$ cat src/rtl/stroke_interpolator.sv
// stroke_interpolator: joins successive held-button cursor positions with Bresenham segments, one pixel per clock.
// Optional macro STROKE_THICK_BRUSH_EN expands every point into a 2x2 block clipped to the canvas.
module stroke_interpolator #(
    parameter int WIDTH = 640,
    parameter int HEIGHT = 480,
    parameter int COLOR_WIDTH = 4,
    parameter logic [COLOR_WIDTH-1:0] COLOR_NONE = '0,
    localparam int XW = $clog2(WIDTH),
    localparam int YW = $clog2(HEIGHT)
) (
    input  logic                   clk,
    input  logic                   reset_n,
    input  logic                   enable,
    input  logic [XW-1:0]          cursor_x,
    input  logic [YW-1:0]          cursor_y,
    input  logic [COLOR_WIDTH-1:0] input_color,
    output logic [XW-1:0]          pixel_x,
    output logic [YW-1:0]          pixel_y,
    output logic [COLOR_WIDTH-1:0] pixel_color,
    output logic                   pixel_valid,
    output logic                   busy
);
    localparam int W = ((XW > YW) ? XW : YW) + 2;
    localparam logic [XW-1:0] X_ONE = XW'(1);
    localparam logic [YW-1:0] Y_ONE = YW'(1);
    localparam logic signed [W-1:0] S_ZERO = '0;

    typedef enum logic [1:0] {IDLE, DRAW, HOLD} state_t;

    state_t                  state_q;
    logic [XW-1:0]           x_q, ex_q, pixel_x_q;
    logic [YW-1:0]           y_q, ey_q, pixel_y_q;
    logic signed [W-1:0]     dx_q, dy_q, err_q;
    logic                    sxn_q, syn_q, pixel_valid_q, busy_q;
    logic [COLOR_WIDTH-1:0]  pixel_color_q;

    logic [XW-1:0]           from_x, x_nx;
    logic [YW-1:0]           from_y, y_nx;
    logic signed [W-1:0]     diff_x, diff_y, ld_dx, ld_dy, e2, err_nx;
    logic                    step_x, step_y, at_end, load;

    // In HOLD the current point is the last endpoint, so a new segment starts from it.
    always_comb begin
        from_x = (state_q == HOLD) ? x_q : cursor_x;
        from_y = (state_q == HOLD) ? y_q : cursor_y;
        diff_x = $signed({{(W-XW){1'b0}}, cursor_x}) - $signed({{(W-XW){1'b0}}, from_x});
        diff_y = $signed({{(W-YW){1'b0}}, cursor_y}) - $signed({{(W-YW){1'b0}}, from_y});
        ld_dx  = diff_x[W-1] ? -diff_x : diff_x;
        ld_dy  = diff_y[W-1] ? diff_y : -diff_y;
        e2     = err_q <<< 1;
        step_x = (e2 >= dy_q);
        step_y = (e2 <= dx_q);
        err_nx = err_q + (step_x ? dy_q : S_ZERO) + (step_y ? dx_q : S_ZERO);
        x_nx   = step_x ? (sxn_q ? x_q - X_ONE : x_q + X_ONE) : x_q;
        y_nx   = step_y ? (syn_q ? y_q - Y_ONE : y_q + Y_ONE) : y_q;
        at_end = (x_q == ex_q) && (y_q == ey_q);
        load   = enable && ((state_q == IDLE) ||
                 ((state_q == HOLD) && ((cursor_x != x_q) || (cursor_y != y_q))));
    end

`ifdef STROKE_THICK_BRUSH_EN
    localparam logic [XW-1:0] X_MAX = XW'(WIDTH - 1);
    localparam logic [YW-1:0] Y_MAX = YW'(HEIGHT - 1);
    logic [1:0] sub_q, sub_nx, kk;
    logic       sub_more, x_room, y_room;

    // Next in-canvas sub-pixel after the current one; bit0 = +x, bit1 = +y.
    always_comb begin
        x_room   = (x_q < X_MAX);
        y_room   = (y_q < Y_MAX);
        sub_more = 1'b0;
        sub_nx   = sub_q;
        kk       = '0;
        for (int unsigned k = 1; k < 4; k++) begin
            kk = 2'(k);
            if (!sub_more && (kk > sub_q) && (!kk[0] || x_room) && (!kk[1] || y_room)) begin
                sub_more = 1'b1;
                sub_nx   = kk;
            end
        end
    end
`endif

    always_ff @(posedge clk or negedge reset_n) begin
        if (!reset_n) begin
            state_q       <= IDLE;
            x_q           <= '0;
            y_q           <= '0;
            ex_q          <= '0;
            ey_q          <= '0;
            dx_q          <= '0;
            dy_q          <= '0;
            err_q         <= '0;
            sxn_q         <= 1'b0;
            syn_q         <= 1'b0;
            pixel_x_q     <= '0;
            pixel_y_q     <= '0;
            pixel_color_q <= COLOR_NONE;
            pixel_valid_q <= 1'b0;
            busy_q        <= 1'b0;
`ifdef STROKE_THICK_BRUSH_EN
            sub_q         <= '0;
`endif
        end else begin
            case (state_q)
                IDLE, HOLD: begin
                    if (load) begin
                        state_q       <= DRAW;
                        x_q           <= from_x;
                        y_q           <= from_y;
                        ex_q          <= cursor_x;
                        ey_q          <= cursor_y;
                        dx_q          <= ld_dx;
                        dy_q          <= ld_dy;
                        err_q         <= ld_dx + ld_dy;
                        sxn_q         <= diff_x[W-1];
                        syn_q         <= diff_y[W-1];
                        pixel_x_q     <= from_x;
                        pixel_y_q     <= from_y;
                        pixel_color_q <= input_color;
                        pixel_valid_q <= 1'b1;
                        busy_q        <= 1'b1;
`ifdef STROKE_THICK_BRUSH_EN
                        sub_q         <= '0;
`endif
                    end else if (!enable) begin
                        state_q <= IDLE;
                    end
                end
                DRAW: begin
`ifdef STROKE_THICK_BRUSH_EN
                    if (sub_more) begin
                        sub_q     <= sub_nx;
                        pixel_x_q <= sub_nx[0] ? x_q + X_ONE : x_q;
                        pixel_y_q <= sub_nx[1] ? y_q + Y_ONE : y_q;
                    end else
`endif
                    if (at_end) begin
                        state_q       <= HOLD;
                        pixel_color_q <= COLOR_NONE;
                        pixel_valid_q <= 1'b0;
                        busy_q        <= 1'b0;
                    end else begin
                        x_q       <= x_nx;
                        y_q       <= y_nx;
                        err_q     <= err_nx;
                        pixel_x_q <= x_nx;
                        pixel_y_q <= y_nx;
`ifdef STROKE_THICK_BRUSH_EN
                        sub_q     <= '0;
`endif
                    end
                end
                default: state_q <= IDLE;
            endcase
        end
    end

    assign pixel_x     = pixel_x_q;
    assign pixel_y     = pixel_y_q;
    assign pixel_color = pixel_color_q;
    assign pixel_valid = pixel_valid_q;
    assign busy        = busy_q;
endmodule

$ cat config.mk
export PLATFORM = sky130hd
export DESIGN_NAME = stroke_interpolator
export DESIGN_NICKNAME = d
export VERILOG_FILES = /design/src/rtl/stroke_interpolator.sv
export SDC_FILE = /design/constraint.sdc
export NUM_CORES = 1
export LEC_CHECK = 0
export ABC_CLOCK_PERIOD_IN_PS = 11500
export CAP_MARGIN = 10
export CORE_MARGIN = 2
export CORE_UTILIZATION = 65
export DETAILED_ROUTE_END_ITERATION = 10
export PLACE_DENSITY = 0.95
export SKIP_LAST_GASP = 1
export SLEW_MARGIN = 20
export SYNTH_ARGS = -nofsm -noshare
export SYNTH_HDL_FRONTEND = slang
export SYNTH_SLANG_ARGS = --single-unit
$ cat constraint.sdc
create_clock -name clk -period 11.5 [get_ports clk]
set_clock_uncertainty 0.2 [all_clocks]
set_input_delay 2.875 -clock clk [delete_from_list [all_inputs] [get_ports clk]]
set_output_delay 2.875 -clock clk [all_outputs]
set_load 0.02 [all_outputs]
==> flow_summary.toml, run 1 <==
[status]
run_status = "completed"

[clock_tree]
cts_tree = "built"
clk_latency_ns = 0.35
clock-sinks = 82
ctsHoldBuffers = 0
cts.path.max_buffers = 2
h-tree-depth = 3
post-cts-setup-buffer-count = 0
cts_resized = 0
path_clk_slew_ns = 0.06
cts_root_buf = "sky130_fd_sc_hd__clkbuf_16"
cts_inserted_buffers = 9

[sta]
timing.fmax_mhz = 121
grt_setup_unrepaired = "no"
slew_viol_final = 0
tightest_slew_ns = 1.21
post-route-period-util_pct = 71.7
slew_headroom_pct = 19.6
time_the_final_worst_path_needs_with_i_o_delays_and_setup_ns = 8.25
setup_total_neg_slack_ns = 0
finalSetupViolCount = 0
final-hold-violation-count = 0

[grt]
gr-total-overflow = 0
grt_start_max_net_pins = 83
number_of_global_route_vias_before_repair = 6985
antenna_violations_before_repair = 0
global_route_wire_length_before_repair_mm = 34.1
grt_usage_pct = 33.7

[placement]
port-buffer-count = 50
place.gp.congestion = 0.965
placed_area_mm2 = 0.00821
hpwlAfterDp_mm = 15.4

[detailed_routing]
ant_nets = 0
via_count = 6777
drt_first_iter_violations = 459
wire_per_inst_um = 20.0
detail_route.wirelength_mm = 20.9
drt_first_pass_iters = 5
via_per_inst = 6.52
drc_errors = 0

[job]
timing.max_cap.violations = 0

[layout]
post_route_cells_drive_above_1_share_pct = 7.92
area.growth.synth_to_final_pct = 11.1
insertedDiodeCount = 0
finish.net_count = 1007
layout.cell_area.non_filler_mm2 = 0.00851

[logic_synthesis]
postSynthCellCount = 864
synth-warning-count = 0
synth_top_flop_cell = "sky130_fd_sc_hd__dfrtp_1"
synthTopCellsByCount = "sky130_fd_sc_hd__dfrtp_1, sky130_fd_sc_hd__ha_1, sky130_fd_sc_hd__a21oi_1"
ys_seq_area_share_pct = 26.8
synthDominantAreaCellType = "sky130_fd_sc_hd__dfrtp_1"
synth_nets = 979
synth_enable_flop_cells = 0
yosysTopAreaCellShare_pct = 26.8
post_synth.cell_area_avg_um2 = 8.86
synthDistinctLibCells = 78
syn-cell-area_mm2 = 0.00766
ys_async_sr_fraction_pct = 100
most_frequent_cell_after_synthesis = "sky130_fd_sc_hd__dfrtp_1"
synth.area.top_cells = "sky130_fd_sc_hd__dfrtp_1, sky130_fd_sc_hd__ha_1, sky130_fd_sc_hd__xnor2_1"
ys_seq_elements = 82

[setup_path]
crit_path_end_kind = "flop"
r2r_endpoint = "err_q[9]"
critical_path.max_stage_delay_ns = 0.55
worst_ep_required_time_ns = 11.48
worstSetupPathType = "input port to flop"
worst_r2r_src = "state_q[1]"
critPathLaunchType = "input port"
crit_path_top_delay_cell = "sky130_fd_sc_hd__clkdlybuf4s50_1"
cp.arrival_ns = 8.22
rr_worst_depth = 20
r2r_setup_slack_ns = 5.01
timing.critical_path.cells = "clkdlybuf4s50_1 > inv_1 > o21ai_0 > ha_1 > inv_1 > ha_1 > nor4_1 > nor3_2 > o2111ai_1 > a31oi_1 > a211o_1 > mux2i_1 > inv_1 > ha_1 > a21o_1 > a21oi_1 > nand2b_1 > a21oi_1 > o41ai_1 > o21ai_0 > xor2_1 > nand2_1 > a41oi_1"
path_max_fanout = 11

[floorplanning]
chipWidth_um = 113
die-area_mm2 = 0.0127
io_pins = 51
placement_rows = 39
die_height_um = 113
floorplan.core_area_mm2 = 0.0115
floorplan.initialDensity_pct = 66.8

[hold_path]
hold_path_end = "dx_q[11]"
hold_path.class = "flop to flop"
min_path_cells = 2
hold_path_startpoint = "dx_q[11]"

[power_and_ir_drop]
static-leakage-power_nw = 3.74
power.density_cell_area_mw_per_mm2 = 333
irDropWorstVdd_uv = 425
[worst max-delay path by stage]
stage	start	cells after the start	endpoint	slack (ns)
CTS	cursor_x[0]	23	err_q[9]	3.29
global route	cursor_x[0]	23	err_q[9]	2.80
finish	cursor_x[0]	23	err_q[9]	3.25
floorplan	cursor_x[0]	23	err_q[10]	4.18
detailed placement	cursor_x[0]	23	err_q[9]	3.00
global placement	cursor_x[0]	23	err_q[9]	3.37
[through the flow]
| step | hold slack [ns] | utilization [%] | worst slack (ns) | std cells | power (mW) |
|---|---|---|---|---|---|
| final | 0.308 | 74.2 | 3.25 | 1040 | 2.83 |
| after global routing | 0.321 | 74.2 | 2.80 | 1040 | 3.07 |
| after CTS | 0.304 | 74.2 | 3.29 | 1040 | 2.81 |
| after detailed placement | 0.287 | 71.6 | 3.00 | 1024 | 2.48 |
| after global placement | 0.277 | 71.6 | 3.37 | 1024 | 2.38 |
| after floorplan | 0.264 | - | 4.18 | 864 | 1.99 |
[routing by layer]
layer / track usage [%] / up-vias / wire length, um
li1: - / 3106 / -
met1: 41.8 / 3237 / 8210
met2: 57.2 / 350 / 10200
met3: 5.29 / 84 / 1580
met4: 16.7 / 0 / 903
met5: 0 / - / 0
[registers in the layout, indices dropped and copies added (netlist names), 2 cells and up]
register,flops
err_q,11
state_q,2
pixel_y,9
ex_q,10
dy_q,12
ey_q,9
dx_q,12
pixel_x,10
pixel_color,4
[cells by family after synthesis]
family	after synthesis	synth area share (%)
simple gates	238	16.3
compound gates	215	18.1
buf+inv	100	5.31
xor+xnor	92	10.7
fa+ha+maj	92	16.3
flops	82	26.8
mux	45	6.41
[cell usage in the layout, fill, tap and decap left out, types with 3 or more instances in the layout]
master / netlist / layout
sky130_fd_sc_hd__mux2i_1: 13 / 13
sky130_fd_sc_hd__clkbuf_16: 0 / 9
sky130_fd_sc_hd__a21oi_1: 67 / 67
sky130_fd_sc_hd__nor4_1: 8 / 8
sky130_fd_sc_hd__nand4_1: 10 / 10
sky130_fd_sc_hd__nand2_1: 54 / 54
sky130_fd_sc_hd__inv_1: 62 / 62
sky130_fd_sc_hd__and2_1: 21 / 21
sky130_fd_sc_hd__nand3_1: 8 / 8
sky130_fd_sc_hd__ha_1: 75 / 75
sky130_fd_sc_hd__fa_1: 14 / 14
sky130_fd_sc_hd__nand2b_1: 14 / 14
sky130_fd_sc_hd__o41ai_1: 3 / 3
sky130_fd_sc_hd__nor3_1: 13 / 13
sky130_fd_sc_hd__o21a_1: 9 / 9
sky130_fd_sc_hd__a41oi_1: 3 / 3
sky130_fd_sc_hd__nand3b_1: 3 / 3
sky130_fd_sc_hd__o21ai_0: 50 / 50
sky130_fd_sc_hd__a31oi_1: 11 / 11
sky130_fd_sc_hd__a211oi_1: 9 / 9
sky130_fd_sc_hd__dfrtp_1: 82 / 82
sky130_fd_sc_hd__nor2b_1: 19 / 18
sky130_fd_sc_hd__clkdlybuf4s50_1: 0 / 49
sky130_fd_sc_hd__nor2_1: 64 / 63
sky130_fd_sc_hd__xnor2_1: 54 / 54
sky130_fd_sc_hd__o31ai_1: 5 / 5
sky130_fd_sc_hd__a22o_1: 5 / 5
sky130_fd_sc_hd__o21bai_1: 3 / 3
sky130_fd_sc_hd__buf_4: 1 / 5
sky130_fd_sc_hd__mux2_2: 32 / 32
sky130_fd_sc_hd__xor2_1: 37 / 37
sky130_fd_sc_hd__a21o_1: 19 / 19
[final cells by class]
class | instances | area [um2]
Timing Repair Buffer | 55 | 539
Clock inverter | 4 | 51.3
Sequential cell | 82 | 2050
Tap cell | 143 | 179
Multi-Input combinational cell | 682 | 5210
Fill cell | 776 | 2960
Clock buffer | 12 | 246
Inverter | 62 | 233
[critical path, delay by kind of cell]
family	cells	cell delay, ns
compound gates	10	2.39
buf+inv	4	0.89
fa+ha+maj	3	0.84
simple gates	4	0.66
mux	1	0.39
xor+xnor	1	0.18
[report_power, final]
part           internal, mW  switching (mW)
sequential            0.423           0.172
combinational         0.889            1.05
clock                 0.175           0.124
total                  1.49            1.35
(Power assumes the default switching activity.)
==> inputs of run 2 (changes only) <==
--- a/config.mk
+++ b/config.mk
@@ -5,12 +5,12 @@
 export SDC_FILE = /design/constraint.sdc
 export NUM_CORES = 1
 export LEC_CHECK = 0
-export ABC_CLOCK_PERIOD_IN_PS = 11500
+export ABC_CLOCK_PERIOD_IN_PS = 7600
 export CAP_MARGIN = 10
 export CORE_MARGIN = 2
-export CORE_UTILIZATION = 65
+export CORE_UTILIZATION = 61
 export DETAILED_ROUTE_END_ITERATION = 10
-export PLACE_DENSITY = 0.95
+export PLACE_DENSITY = 0.94
 export SKIP_LAST_GASP = 1
 export SLEW_MARGIN = 20
 export SYNTH_ARGS = -nofsm -noshare
==> constraint.sdc (replaced) <==
create_clock -name clk -period 7.6 [get_ports clk]
set_clock_uncertainty 0.2 [all_clocks]
set_input_delay 1.9 -clock clk [delete_from_list [all_inputs] [get_ports clk]]
set_output_delay 1.9 -clock clk [all_outputs]
set_load 0.02 [all_outputs]
==> flow_summary.toml, run 2 (synthesized netlist as in run 1, its figures left out) <==
[setup_path]
timing.critical_path.max_delay_family = "compound AO/OA/AOI/OAI gates"
crit_path_end_kind = "flop"
crit_path_top_delay_cell = "sky130_fd_sc_hd__clkdlybuf4s50_1"
worstSetupPathDepth = 23
rr_worst_depth = 23
worst_path_buffer_plus_inverter_count = 3
cp.arrival_ns = 7.23
timing.critical_path.cells = "clkdlybuf4s50_1 > inv_1 > o21ai_0 > ha_1 > inv_1 > ha_1 > nor4_1 > nor3_2 > o2111ai_1 > a31oi_1 > a211o_1 > nor2_1 > xnor2_1 > ha_1 > nor2b_1 > o21ai_0 > a21oi_1 > o21ai_0 > a21oi_1 > a31o_2 > xnor2_1 > or4_1 > a31oi_1"
critical_path.max_stage_delay_ns = 0.56
worst_ep_required_time_ns = 7.67
path_max_fanout = 11
worstSetupPathType = "input port to flop"
critPathLaunchType = "input port"

[grt]
grt_start_max_net_pins = 83
antenna_violations_before_repair = 0
global_route_wire_length_before_repair_mm = 33.6
gr-total-overflow = 0
number_of_global_route_vias_before_repair = 6818
grt_usage_pct = 32.2

[layout]
finish.net_count = 1005
fillers = 848
layout.cell_area.non_filler_mm2 = 0.00852
insertedDiodeCount = 0
post_route_cells_drive_above_1_share_pct = 7.94
area.growth.synth_to_final_pct = 11.3
mostFrequentLayoutCell = "sky130_fd_sc_hd__dfrtp_1"
layout_common_cells = "sky130_fd_sc_hd__dfrtp_1, sky130_fd_sc_hd__ha_1, sky130_fd_sc_hd__a21oi_1"
top_regs = "dx_q x12, dy_q x12, err_q x11"

[power_and_ir_drop]
power.density_cell_area_mw_per_mm2 = 501
irDropWorstVdd_uv = 332
static-leakage-power_nw = 3.72

[status]
run_status = "completed"

[clock_tree]
ctsHoldBuffers = 0
cts_root_buf = "sky130_fd_sc_hd__clkbuf_16"
cts_inserted_buffers = 9
cts_tree = "built"
clock-sinks = 82
clk_latency_ns = 0.36
cts.path.max_buffers = 2
h-tree-depth = 3
post-cts-setup-buffer-count = 0
path_clk_slew_ns = 0.06

[floorplanning]
floorplan.core_area_mm2 = 0.0121
placement_rows = 40
die_height_um = 116
die-area_mm2 = 0.0135
chipWidth_um = 116
io_pins = 51
floorplan.initialDensity_pct = 63.2

[detailed_routing]
wire_per_inst_um = 19.6
drt_first_iter_violations = 570
drt_first_pass_iters = 6
ant_nets = 0
detail_route.wirelength_mm = 20.8
via_count = 6839
via_per_inst = 6.44
drc_errors = 0

[sta]
grt_setup_unrepaired = "no"
final_critical_path_setup_slack_ns = 0.442
slew_viol_final = 0
finalSetupViolCount = 0
post-route-period-util_pct = 94.2
setup_total_neg_slack_ns = 0
final-hold-violation-count = 0
tightest_slew_ns = 1.07
timing.fmax_mhz = 140
slew_headroom_pct = 28.6
time_the_final_worst_path_needs_with_i_o_delays_and_setup_ns = 7.16

[placement]
place.gp.congestion = 0.950
placed_area_mm2 = 0.00822
hpwlAfterDp_mm = 14.7
port-buffer-count = 50
post-place-ws_ns = 0.156

[hold_path]
min_path_cells = 1
hold_path.class = "flop to flop"

[job]
timing.max_cap.violations = 0
==> run 2: final cells by class <==
cell class,instances,area [um2],area share (%)
Clock buffer,13,260,3.05
Clock inverter,2,12.5,0.147
Inverter,62,233,2.73
Multi-Input combinational cell,682,5230,61.4
Sequential cell,82,2050,24.1
Tap cell,168,210,2.47
Timing Repair Buffer,53,524,6.15
==> run 2: worst register-to-register path: cells and delay by family, from the launching register on <==
family / cells / cell delay, ns
XOR/XNOR: 2 / 0.29
adder cells (fa/ha/maj): 3 / 0.82
flip-flops: 1 / 0.79
AND/OR/NAND/NOR: 7 / 1.89
buffers and inverters: 1 / 0.11
AO/OA/AOI/OAI: 10 / 2.02
==> run 2: repair_timing <==
item	in CTS	in global routing
setup endpoints to repair	0	1
gates resized for setup	0	2
endpoints found under the hold margin	0	0
==> run 2: per-layer routing <==
metal,wire length (um),GRT usage [%]
met3,1550,6.22
met1,8170,39.4
met5,0,0
met2,10100,54.2
met4,986,16.5
==> run 2: path summary, 6_finish.rpt <==
check | slack (ns) | start | end
hold / removal | 0.29 | dy_q[11] | dy_q[11]
min in group asynchronous | 1.36 | reset_n | pixel_y[3]
max in group asynchronous | 5.22 | reset_n | ex_q[7]
setup / recovery | 0.44 | cursor_x[0] | err_q[10]
setup reg to reg | 1.39 | state_q[1] | err_q[10]
hold reg to reg | 0.29 | dy_q[11] | dy_q[11]
==> run 2: power by group <==
group	internal [mW]	total, mW	switching [mW]
registers	0.640	0.905	0.265
logic	1.34	2.94	1.60
clock network	0.237	0.422	0.184
==> run 2: through the flow <==
step / hold WS, ns / total power [mW] / util (%) / instances
after floorplan: 0.264 / 3.01 / - / 864
after global placement: 0.275 / 3.55 / 67.9 / 1047
after detailed placement: 0.280 / 3.69 / 67.9 / 1047
after CTS: 0.294 / 4.20 / 70.2 / 1062
after global routing: 0.323 / 4.59 / 70.4 / 1062
final: 0.291 / 4.27 / 70.4 / 1062
